## src/rtl/riscv_mc_core.sv

```systemverilog
// rtl/riscv_mc_core.sv - multi-cycle RV32I-subset core with one unified req/ready memory port
// Optional feature macro: RV_PERF_CNT_EN (adds cycle_cnt/instret_cnt)
module riscv_mc_core #(
  parameter int              XLEN     = 32,
  parameter int              REGS     = 32,
  parameter logic [XLEN-1:0] RESET_PC = '0
) (
  input  logic            clk,
  input  logic            rst,
  output logic            mem_req,
  output logic            mem_we,
  output logic [XLEN-1:0] mem_addr,
  output logic [XLEN-1:0] mem_wdata,
  input  logic [XLEN-1:0] mem_rdata,
  input  logic            mem_ready,
  output logic            halted,
  output logic [XLEN-1:0] pc_out
`ifdef RV_PERF_CNT_EN
  ,
  output logic [63:0]     cycle_cnt,
  output logic [63:0]     instret_cnt
`endif
);
  localparam int RW = $clog2(REGS);

  localparam logic [3:0] FETCH   = 4'd0;
  localparam logic [3:0] DECODE  = 4'd1;
  localparam logic [3:0] EXEC_R  = 4'd2;
  localparam logic [3:0] EXEC_I  = 4'd3;
  localparam logic [3:0] ALU_WB  = 4'd4;
  localparam logic [3:0] MEM_ADR = 4'd5;
  localparam logic [3:0] MEM_RD  = 4'd6;
  localparam logic [3:0] MEM_WB  = 4'd7;
  localparam logic [3:0] MEM_WR  = 4'd8;
  localparam logic [3:0] BRANCH  = 4'd9;
  localparam logic [3:0] JAL     = 4'd10;
  localparam logic [3:0] JALR    = 4'd11;
  localparam logic [3:0] LUI     = 4'd12;
  localparam logic [3:0] HALT    = 4'd13;

  localparam logic [6:0] OP_R    = 7'h33;
  localparam logic [6:0] OP_I    = 7'h13;
  localparam logic [6:0] OP_L    = 7'h03;
  localparam logic [6:0] OP_S    = 7'h23;
  localparam logic [6:0] OP_B    = 7'h63;
  localparam logic [6:0] OP_JAL  = 7'h6f;
  localparam logic [6:0] OP_JALR = 7'h67;
  localparam logic [6:0] OP_LUI  = 7'h37;

  logic [3:0]      state;
  logic [XLEN-1:0] pc, oldpc, a, b, aluout, mdr;
  logic [31:0]     ir;
  logic [XLEN-1:0] rf [REGS];

  logic [6:0] opcode, funct7;
  logic [2:0] funct3;
  logic [4:0] rd, rs1, rs2;
  assign opcode = ir[6:0];
  assign rd     = ir[11:7];
  assign funct3 = ir[14:12];
  assign rs1    = ir[19:15];
  assign rs2    = ir[24:20];
  assign funct7 = ir[31:25];

  logic [XLEN-1:0] imm_i, imm_s, imm_b, imm_j, imm_u;
  assign imm_i = XLEN'($signed(ir[31:20]));
  assign imm_s = XLEN'($signed({ir[31:25], ir[11:7]}));
  assign imm_b = XLEN'($signed({ir[31], ir[7], ir[30:25], ir[11:8], 1'b0}));
  assign imm_j = XLEN'($signed({ir[31], ir[19:12], ir[20], ir[30:21], 1'b0}));
  assign imm_u = XLEN'($signed({ir[31:12], 12'b0}));

  function automatic logic [XLEN-1:0] alu(input logic [2:0] f3, input logic sub,
                                          input logic [XLEN-1:0] x, input logic [XLEN-1:0] y);
    case (f3)
      3'b000:  alu = sub ? x - y : x + y;
      3'b010:  alu = {{(XLEN-1){1'b0}}, $signed(x) < $signed(y)};
      3'b011:  alu = {{(XLEN-1){1'b0}}, x < y};
      3'b100:  alu = x ^ y;
      3'b110:  alu = x | y;
      3'b111:  alu = x & y;
      default: alu = x + y;
    endcase
  endfunction

  // Legality is resolved entirely in DECODE so every illegal form halts after two cycles
  logic [3:0] dec_next;
  logic       legal, writes_rd;
  always_comb begin
    legal     = 1'b0;
    writes_rd = 1'b0;
    dec_next  = HALT;
    case (opcode)
      OP_R: begin
        legal = (funct7 == 7'h00 && funct3 inside {3'd0, 3'd2, 3'd3, 3'd4, 3'd6, 3'd7}) ||
                (funct7 == 7'h20 && funct3 == 3'd0);
        writes_rd = 1'b1;
        dec_next  = EXEC_R;
      end
      OP_I: begin
        legal     = funct3 inside {3'd0, 3'd2, 3'd3, 3'd4, 3'd6, 3'd7};
        writes_rd = 1'b1;
        dec_next  = EXEC_I;
      end
      OP_L: begin
        legal     = (funct3 == 3'd2);
        writes_rd = 1'b1;
        dec_next  = MEM_ADR;
      end
      OP_S: begin
        legal    = (funct3 == 3'd2);
        dec_next = MEM_ADR;
      end
      OP_B: begin
        legal    = funct3 inside {3'd0, 3'd1, 3'd4, 3'd5};
        dec_next = BRANCH;
      end
      OP_JAL: begin
        legal     = 1'b1;
        writes_rd = 1'b1;
        dec_next  = JAL;
      end
      OP_JALR: begin
        legal     = (funct3 == 3'd0);
        writes_rd = 1'b1;
        dec_next  = JALR;
      end
      OP_LUI: begin
        legal     = 1'b1;
        writes_rd = 1'b1;
        dec_next  = LUI;
      end
      default: legal = 1'b0;
    endcase
    if (!legal || (writes_rd && ({27'b0, rd} >= REGS)))
      dec_next = HALT;
  end

  logic [XLEN-1:0] eff_addr;
  assign eff_addr = a + ((opcode == OP_S) ? imm_s : imm_i);

  logic taken;
  always_comb begin
    case (funct3)
      3'b000:  taken = (a == b);
      3'b001:  taken = (a != b);
      3'b100:  taken = ($signed(a) < $signed(b));
      3'b101:  taken = ($signed(a) >= $signed(b));
      default: taken = 1'b0;
    endcase
  end

  logic            rf_we;
  logic [XLEN-1:0] rf_wd;
  always_comb begin
    rf_we = 1'b0;
    rf_wd = aluout;
    case (state)
      ALU_WB:      rf_we = 1'b1;
      MEM_WB:      begin rf_we = 1'b1; rf_wd = mdr; end
      JAL, JALR:   begin rf_we = 1'b1; rf_wd = oldpc + XLEN'(4); end
      LUI:         begin rf_we = 1'b1; rf_wd = imm_u; end
      default:     rf_we = 1'b0;
    endcase
    if (rd == 5'd0)
      rf_we = 1'b0;
  end

  always_ff @(posedge clk) begin
    if (!rst) begin
      state  <= FETCH;
      pc     <= RESET_PC;
      oldpc  <= '0;
      ir     <= '0;
      a      <= '0;
      b      <= '0;
      aluout <= '0;
      mdr    <= '0;
      for (int i = 0; i < REGS; i++)
        rf[i] <= '0;
    end else begin
      if (rf_we)
        rf[rd[RW-1:0]] <= rf_wd;
      case (state)
        FETCH: if (mem_ready) begin
          ir    <= mem_rdata[31:0];
          oldpc <= pc;
          pc    <= pc + XLEN'(4);
          state <= DECODE;
        end
        DECODE: begin
          a      <= rf[rs1[RW-1:0]];
          b      <= rf[rs2[RW-1:0]];
          aluout <= oldpc + ((opcode == OP_JAL) ? imm_j : imm_b);
          state  <= dec_next;
        end
        EXEC_R: begin
          aluout <= alu(funct3, funct7[5], a, b);
          state  <= ALU_WB;
        end
        EXEC_I: begin
          aluout <= alu(funct3, 1'b0, a, imm_i);
          state  <= ALU_WB;
        end
        MEM_ADR: begin
          aluout <= eff_addr;
          if (eff_addr[1:0] != 2'b00)
            state <= HALT;
          else
            state <= (opcode == OP_S) ? MEM_WR : MEM_RD;
        end
        MEM_RD: if (mem_ready) begin
          mdr   <= mem_rdata;
          state <= MEM_WB;
        end
        MEM_WR: if (mem_ready) state <= FETCH;
        BRANCH: begin
          if (taken)
            pc <= aluout;
          state <= FETCH;
        end
        JAL: begin
          pc    <= aluout;
          state <= FETCH;
        end
        JALR: begin
          pc    <= (a + imm_i) & ~XLEN'(1);
          state <= FETCH;
        end
        ALU_WB, MEM_WB, LUI: state <= FETCH;
        HALT: state <= HALT;
        default: state <= HALT;
      endcase
    end
  end

  // Outputs are forced quiet while reset is held so an abandoned access drops immediately
  logic access;
  assign access    = rst && (state == FETCH || state == MEM_RD || state == MEM_WR);
  assign mem_req   = access;
  assign mem_we    = rst && (state == MEM_WR);
  assign mem_addr  = !access ? '0 : ((state == FETCH) ? pc : aluout);
  assign mem_wdata = mem_we ? b : '0;
  assign halted    = rst && (state == HALT);
  assign pc_out    = pc;

`ifdef RV_PERF_CNT_EN
  logic retire;
  assign retire = (state inside {ALU_WB, MEM_WB, BRANCH, JAL, JALR, LUI}) ||
                  (state == MEM_WR && mem_ready);

  always_ff @(posedge clk) begin
    if (!rst) begin
      cycle_cnt   <= '0;
      instret_cnt <= '0;
    end else begin
      cycle_cnt <= cycle_cnt + 64'd1;
      if (retire)
        instret_cnt <= instret_cnt + 64'd1;
    end
  end
`endif
endmodule
```

## config.mk

```make
export PLATFORM = sky130hd
export DESIGN_NAME = riscv_mc_core
export DESIGN_NICKNAME = d
export VERILOG_FILES = /design/src/rtl/riscv_mc_core.sv
export SDC_FILE = /design/constraint.sdc
export NUM_CORES = 2
export LEC_CHECK = 0
export ABC_AREA = 1
export CAP_MARGIN = 0
export CORE_MARGIN = 2
export CORE_UTILIZATION = 29
export CTS_BUF_LIST = sky130_fd_sc_hd__clkbuf_16
export DETAILED_ROUTE_END_ITERATION = 12
export SYNTH_ARGS = -nofsm -noshare
export SYNTH_HDL_FRONTEND = slang
export SYNTH_SLANG_ARGS = --single-unit
export TNS_END_PERCENT = 50
```

## constraint.sdc

```tcl
create_clock -name clk -period 4.67 [get_ports clk]
set_clock_uncertainty 0.15 [all_clocks]
set_input_delay 1.1675 -clock clk [delete_from_list [all_inputs] [get_ports clk]]
set_output_delay 1.1675 -clock clk [all_outputs]
set_load 0.05 [all_outputs]
```

=== Word level (Yosys, flattened, before mapping) ===
Memory sizes are Yosys's and may differ from the RTL's. A register that Yosys moved wholly into a read port is not among the register bits.
Index checks and enable logic that the tools add are counted.

* Bitwise operators: 6
* Magnitude comparators: 5
* Add/subtract/negate cells: 7
* Mux-type cells: 32
* Equality and inequality tests: 35
* Reduce and logical (&&, ||, !) cells: 30

{| class="wikitable"
|+ Operator list
! operator !! number
|-
| 32-bit case mux with 4 select lines || 2
|-
| 32-bit two-way mux || 7
|-
| 32-bit case mux with 6 select lines || 1
|-
| 32-bit case mux with 5 select lines || 1
|-
| 32-bit adder || 4
|-
| 32-bit < comparator || 3
|-
| 32-bit case mux with 3 select lines || 1
|-
| 32-bit by 3-bit adder with 32-bit output (second input constant) || 2
|-
| 32-bit bitwise AND || 2
|-
| 32-bit bitwise OR || 2
|-
| 32-bit bitwise XOR || 2
|-
| 4-bit case mux with 7 select lines || 2
|-
| 32-bit == test || 1
|-
| 32-bit greater-or-equal comparator || 1
|-
| 32-bit by 12-bit < comparator with 1-bit output || 1
|-
| 32-bit inequality test || 1
|-
| 32-bit OR reduction || 1
|-
| 32-bit subtractor || 1
|-
| 7-bit by 6-bit == test with 1-bit output (second input constant) || 4
|-
| 4-bit == test (second input constant) || 6
|-
| 4-bit two-way mux || 6
|-
| 7-bit == test (second input constant) || 3
|-
| 20-bit two-way mux || 1
|-
| 4-bit by 3-bit == test with 1-bit output (second input constant) || 4
|-
| other kinds (27) || 56
|}

* Memories kept: 1
* Bits of input ports: 35
* Register bits after elaboration: 164
* RAM bits: 1024
* Output and inout bits: 99

{| class="wikitable"
|+ Memories
! memory !! words !! bits a word !! read ports !! clocked after memory_dff !! wr ports !! RTL line !! source
|-
| rf || 32 || 32 || 2 || 2 || 32 || 53 || <nowiki>logic [XLEN-1:0] rf [REGS];</nowiki>
|}

=== Logic depth before layout (Yosys ltp) ===
* Depth in word-level cells: 9
* Depth in mapped cells: 26
* Mapped depth without buffers: 25

=== Least setup slack after synthesis ===
Ideal clock, no wire load.

* Path kind: input to output
* Start: input rst
* End: output mem_wdata[10]
* Data required time: 3.353 ns
* Cell stages on the path: 5
* Arrival: 3.030 ns
* Slack: 0.323 ns
* Cell sequence: inv_2 > nor2_1 > inv_1 > clkbuf_1 > nor2_1

* Cells in the longest elaborated chain, start to end: 2

{| class="wikitable"
|+ RTL lines
! item !! RTL line !! source
|-
| start: declaration || 9 || <nowiki>input logic rst,</nowiki>
|-
| 1-bit logical AND || 240 || <nowiki>assign mem_we = rst && (state == MEM_WR);</nowiki>
|-
| net mem_we || 11 || <nowiki>output logic mem_we,</nowiki>
|-
| 32-bit two-way mux || 242 || <nowiki>assign mem_wdata = mem_we ? b : '0;</nowiki>
|-
| end: declaration || 13 || <nowiki>output logic [XLEN-1:0] mem_wdata,</nowiki>
|}

The timed path passes the listed nets, and every way through them passes these cells.

=== Final worst setup path ===
* Start: register state[1]
* End: output mem_addr[15]

* Cells in the longest elaborated chain, start to end: 5
* Elaborated cells on any way between the ends: 8
* Those cells by class: eq/ne (2); mux (2); reduce/logical (4)

{| class="wikitable"
|+ RTL lines
! item !! RTL line !! source
|-
| start: declaration || 50 || <nowiki>logic [3:0] state;</nowiki>
|-
| start signal: assignment || 194 || <nowiki>state <= dec_next;</nowiki>
|-
| start signal: assignment || 209 || <nowiki>state <= (opcode == OP_S) ? MEM_WR : MEM_RD;</nowiki>
|-
| 4-bit by 3-bit == test with 1-bit output or 4-bit zero test (tied branches) || 238, 241 ||
|-
| 1-bit logical OR (2 in series) || 238 || <nowiki>assign access = rst && (state == FETCH || state == MEM_RD || state == MEM_WR);</nowiki>
|-
| 1-bit logical AND || 238 ||
|-
| 32-bit two-way mux (*) || 241 || <nowiki>assign mem_addr = !access ? '0 : ((state == FETCH) ? pc : aluout);</nowiki>
|-
| end: declaration || 12 || <nowiki>output logic [XLEN-1:0] mem_addr,</nowiki>
|}

Mark *: on every way between the ends. The rest lies on a longest branch, timed or not.

==> flow_summary.ini <==
[run_status]
outcome = complete, but fails checks
violations = max-capacitance violations, max-slew violations

[clock_network]
numCtsBuffers = 146
htree_levels = 4
cts_sinks = 1252
root_buffer = clkbuf_16
clockBufferDepth = 3
worstSkewPairLatency_ns = 0.85
cts_tree = yes
post_cts_buffers = 0
path_clk_slew_ns = 0.06

[drt]
drc_errors = 0
drtIter0Drc = 12900
wl_per_cell_um = 26.9
wl_um = 369000
vias = 79600
viasPerCell = 5.79
dr.pass1.iters = 11
ant_nets = 0

[global_routing]
grt_pass1_vias = 72300
antenna_found_initial = 10
grt_usage_pct = 25.9
grt_max_degree = 168
overflow = 0
grt_pass1_wl_um = 519000

[yosys]
synth_edf_count = 1024
synth_seq_cells = 1252
synth-main-ff-cell = edfxtp_1
synth_area_per_cell_sq_um = 7.63
synth_area_sq_um = 78100
synthDistinctLibCells = 65
ys_warn_count = 0
seq_area_frac_synth_pct = 45.2
synthArstFlopShare_pct = 0
syn_inst = 10200

[setup_path]
critPathRequiredTime_ns = 3.35
reg2reg_slack_ns = 0.48
cp_data_arrival_time_ns = 3.09
rr_worst_depth = 22
cp_max_fo = 33
r2r_start = ir[0]
worstReg2RegEnd = aluout[22]
startpoint_type = flop
worstSetupEndpointType = output pin
worstSetupPathType = reg -> out

[die]
fp.dieH_um = 523
rows = 190
fp.dieW_um = 523
die_area_sq_um = 273000
core_sq_um = 268000
start_util_pct = 29.1
ioPinCount = 134

[worst_hold_path]
holdPathStages = 2
hold_end = mdr[6]
hold_class = reg -> reg
hp-start = mdr[6]

[layout]
final_layout_size_suffix_gt1_share_pct = 8.16
syn2layout_area_growth_pct = 15.1
final_cell_area_sq_um = 89800
nets = 10300
nFillCells = 28100
instances_no_fill = 13700

[power_and_ir_drop]
power_mw = 59.5
p_leak_nw = 33.0
ir_drop_v = 0.000445
power_density_nw_per_um2 = 662

[timing]
finalCritPeriodShare_pct = 94.4
max_slew_margin_pct = -6.10
tightestPinTransition_ns = 1.57
finalSetupViolCount = 0
max_freq_mhz = 227
hold_viol = 0
rsz0062_at_grt = true
slew_violations = 2
min_period_ns = 4.41

[placed_design]
dpl.hpwl_um = 241000
io_buffers = 133
postPlaceCellArea_sq_um = 85000
gp_congestion = 1.02
dp.cells = 13500

[flow_run]
cap_violations = 1
-- per-stage QoR --
| stage | TNS (ns) | hold slack (ns) | utilization (%) | setup WS [ns] |
|---|---|---|---|---|
| 2_1_floorplan | 0 | 0.275 | - | 0.323 |
| 3_3_place_gp | 0 | 0.288 | 31.7 | 0.284 |
| 3_5_place_dp | 0 | 0.292 | 31.7 | 0.392 |
| 4_1_cts | 0 | 0.301 | 33.5 | 0.254 |
| 5_1_grt | -0.00462 | 0.321 | 33.5 | -0.00462 |
| 6_report | 0 | 0.299 | 33.5 | 0.260 |
-- cell type report --
cell class | instances | area (sq um) | share of cell area, %
clock inverter | 123 | 1050 | 1.17
timing repair buffer | 471 | 5130 | 5.72
sequential | 1252 | 35300 | 39.4
antenna | 3 | 7.51 | 0.00836
inverter | 553 | 2120 | 2.36
multi-input combinational | 7630 | 38000 | 42.3
tap | 3552 | 4440 | 4.95
clock buffer | 148 | 3700 | 4.12
-- per-layer routing --
| metal | GRT usage [%] | up-vias | part of all wire [%] |
|---|---|---|---|
| met1 | 33.9 | 38000 | 38 |
| li1 | - | 34900 | - |
| met5 | 0 | - | 0.0092 |
| met2 | 38.0 | 5557 | 42 |
| met3 | 6.43 | 1112 | 13 |
| met4 | 16.3 | 6 | 7.2 |
-- kinds of logic after synthesis --
logic type	Yosys count	share of synthesized area, %
AO/OA/AOI/OAI	2991	21.3
XOR/XNOR	55	0.617
adder cells (fa/ha/maj)	235	3.82
buffers and inverters	1383	6.95
flip-flops	1252	45.2
other	1	0.00480
AND/OR/NAND/NOR	4317	22.0
-- where the power goes --
group | internal, mW | switching, mW | leakage, nW
Sequential | 13.1 | 1.98 | 12.4
Clock | 6.40 | 5.17 | 2.45
Combinational | 8.83 | 24.0 | 18.1
Total | 28.3 | 31.2 | 33.0
-- synth_stat cells (all sizes together) (4+ instances only) --
| cell | number | area share (%) |
|---|---|---|
| nand4 | 56 | 0.48 |
| o31ai | 5 | 0.048 |
| o21a | 9 | 0.087 |
| xor2 | 49 | 0.55 |
| xnor2 | 6 | 0.067 |
| nand2 | 1077 | 5.2 |
| dfxtp | 228 | 5.8 |
| a221oi | 29 | 0.35 |
| nor2 | 2745 | 13 |
| clkinv | 13 | 0.063 |
| inv | 540 | 2.6 |
| nor4 | 13 | 0.11 |
| a21oi | 459 | 3.0 |
| edfxtp | 1024 | 39 |
| nor3 | 76 | 0.53 |
| o211ai | 46 | 0.44 |
| and2 | 4 | 0.032 |
| nor3b | 6 | 0.064 |
| a31oi | 23 | 0.18 |
| a21boi | 9 | 0.087 |
| buf | 156 | 1.0 |
| o21bai | 21 | 0.20 |
| nand3b | 6 | 0.058 |
| clkbuf | 674 | 3.2 |
| o22ai | 565 | 4.5 |
| or2 | 16 | 0.13 |
| and3 | 8 | 0.064 |
| a21o | 6 | 0.058 |
| o21ai | 1665 | 11 |
| ha | 230 | 3.7 |
| fa | 5 | 0.13 |
| a211oi | 10 | 0.096 |
| o221ai | 86 | 0.97 |
| o32ai | 39 | 0.44 |
| nand3 | 309 | 2.0 |
| a22oi | 9 | 0.087 |
-- flip-flops by register name, indices dropped and copies added (netlist names), 32 cells and up --
| signal | cells |
|---|---|
| aluout | 32 |
| oldpc | 32 |
| ir | 32 |
| mdr | 32 |
| b | 32 |
| rf | 1024 |
| a | 32 |
| pc_out | 32 |
-- how the worst max path moves through the flow --
stage / start / endpoint / slack (ns) / cells after the start
global placement: ir[0] / aluout[22] / 0.28 / 22
global route: state[0] / mem_wdata[14] / -0.005 / 9
CTS: state[0] / mem_wdata[21] / 0.25 / 9
floorplan: rst / mem_wdata[10] / 0.32 / 5
finish: state[1] / mem_addr[15] / 0.26 / 11
detailed placement: ir[0] / aluout[22] / 0.39 / 22
-- cell usage in the layout, fill, tap and decap left out, types with 230 or more instances in the layout --
| cell type | synthesis | routed |
|---|---|---|
| a21oi_1 | 451 | 436 |
| inv_1 | 509 | 532 |
| o21ai_0 | 1658 | 1654 |
| nand2_1 | 1061 | 1008 |
| nand3_1 | 305 | 305 |
| buf_4 | 18 | 290 |
| nor2_1 | 2724 | 2716 |
| ha_1 | 230 | 230 |
| edfxtp_1 | 1024 | 1024 |
| o22ai_1 | 565 | 565 |
-- what timing repair did --
item / 4_1_cts / 5_1_grt
setup endpoints to repair: 0 / 5
gates resized for setup: 0 / 1
hold buffers: 0 / 0
-- critical path, cell delays in order (launching register included) --
cell and delay (ns):
dfxtp_1 0.38, inv_1 0.11, nor2_1 0.09, inv_1 0.08, nor2_1 0.09, buf_4 0.30, inv_1 0.14, nand3_1 0.11
nand2_1 0.07, buf_4 0.24, a21oi_1 0.43, buf_12 0.20
Note: power is estimated with default switching activity, not from simulation.
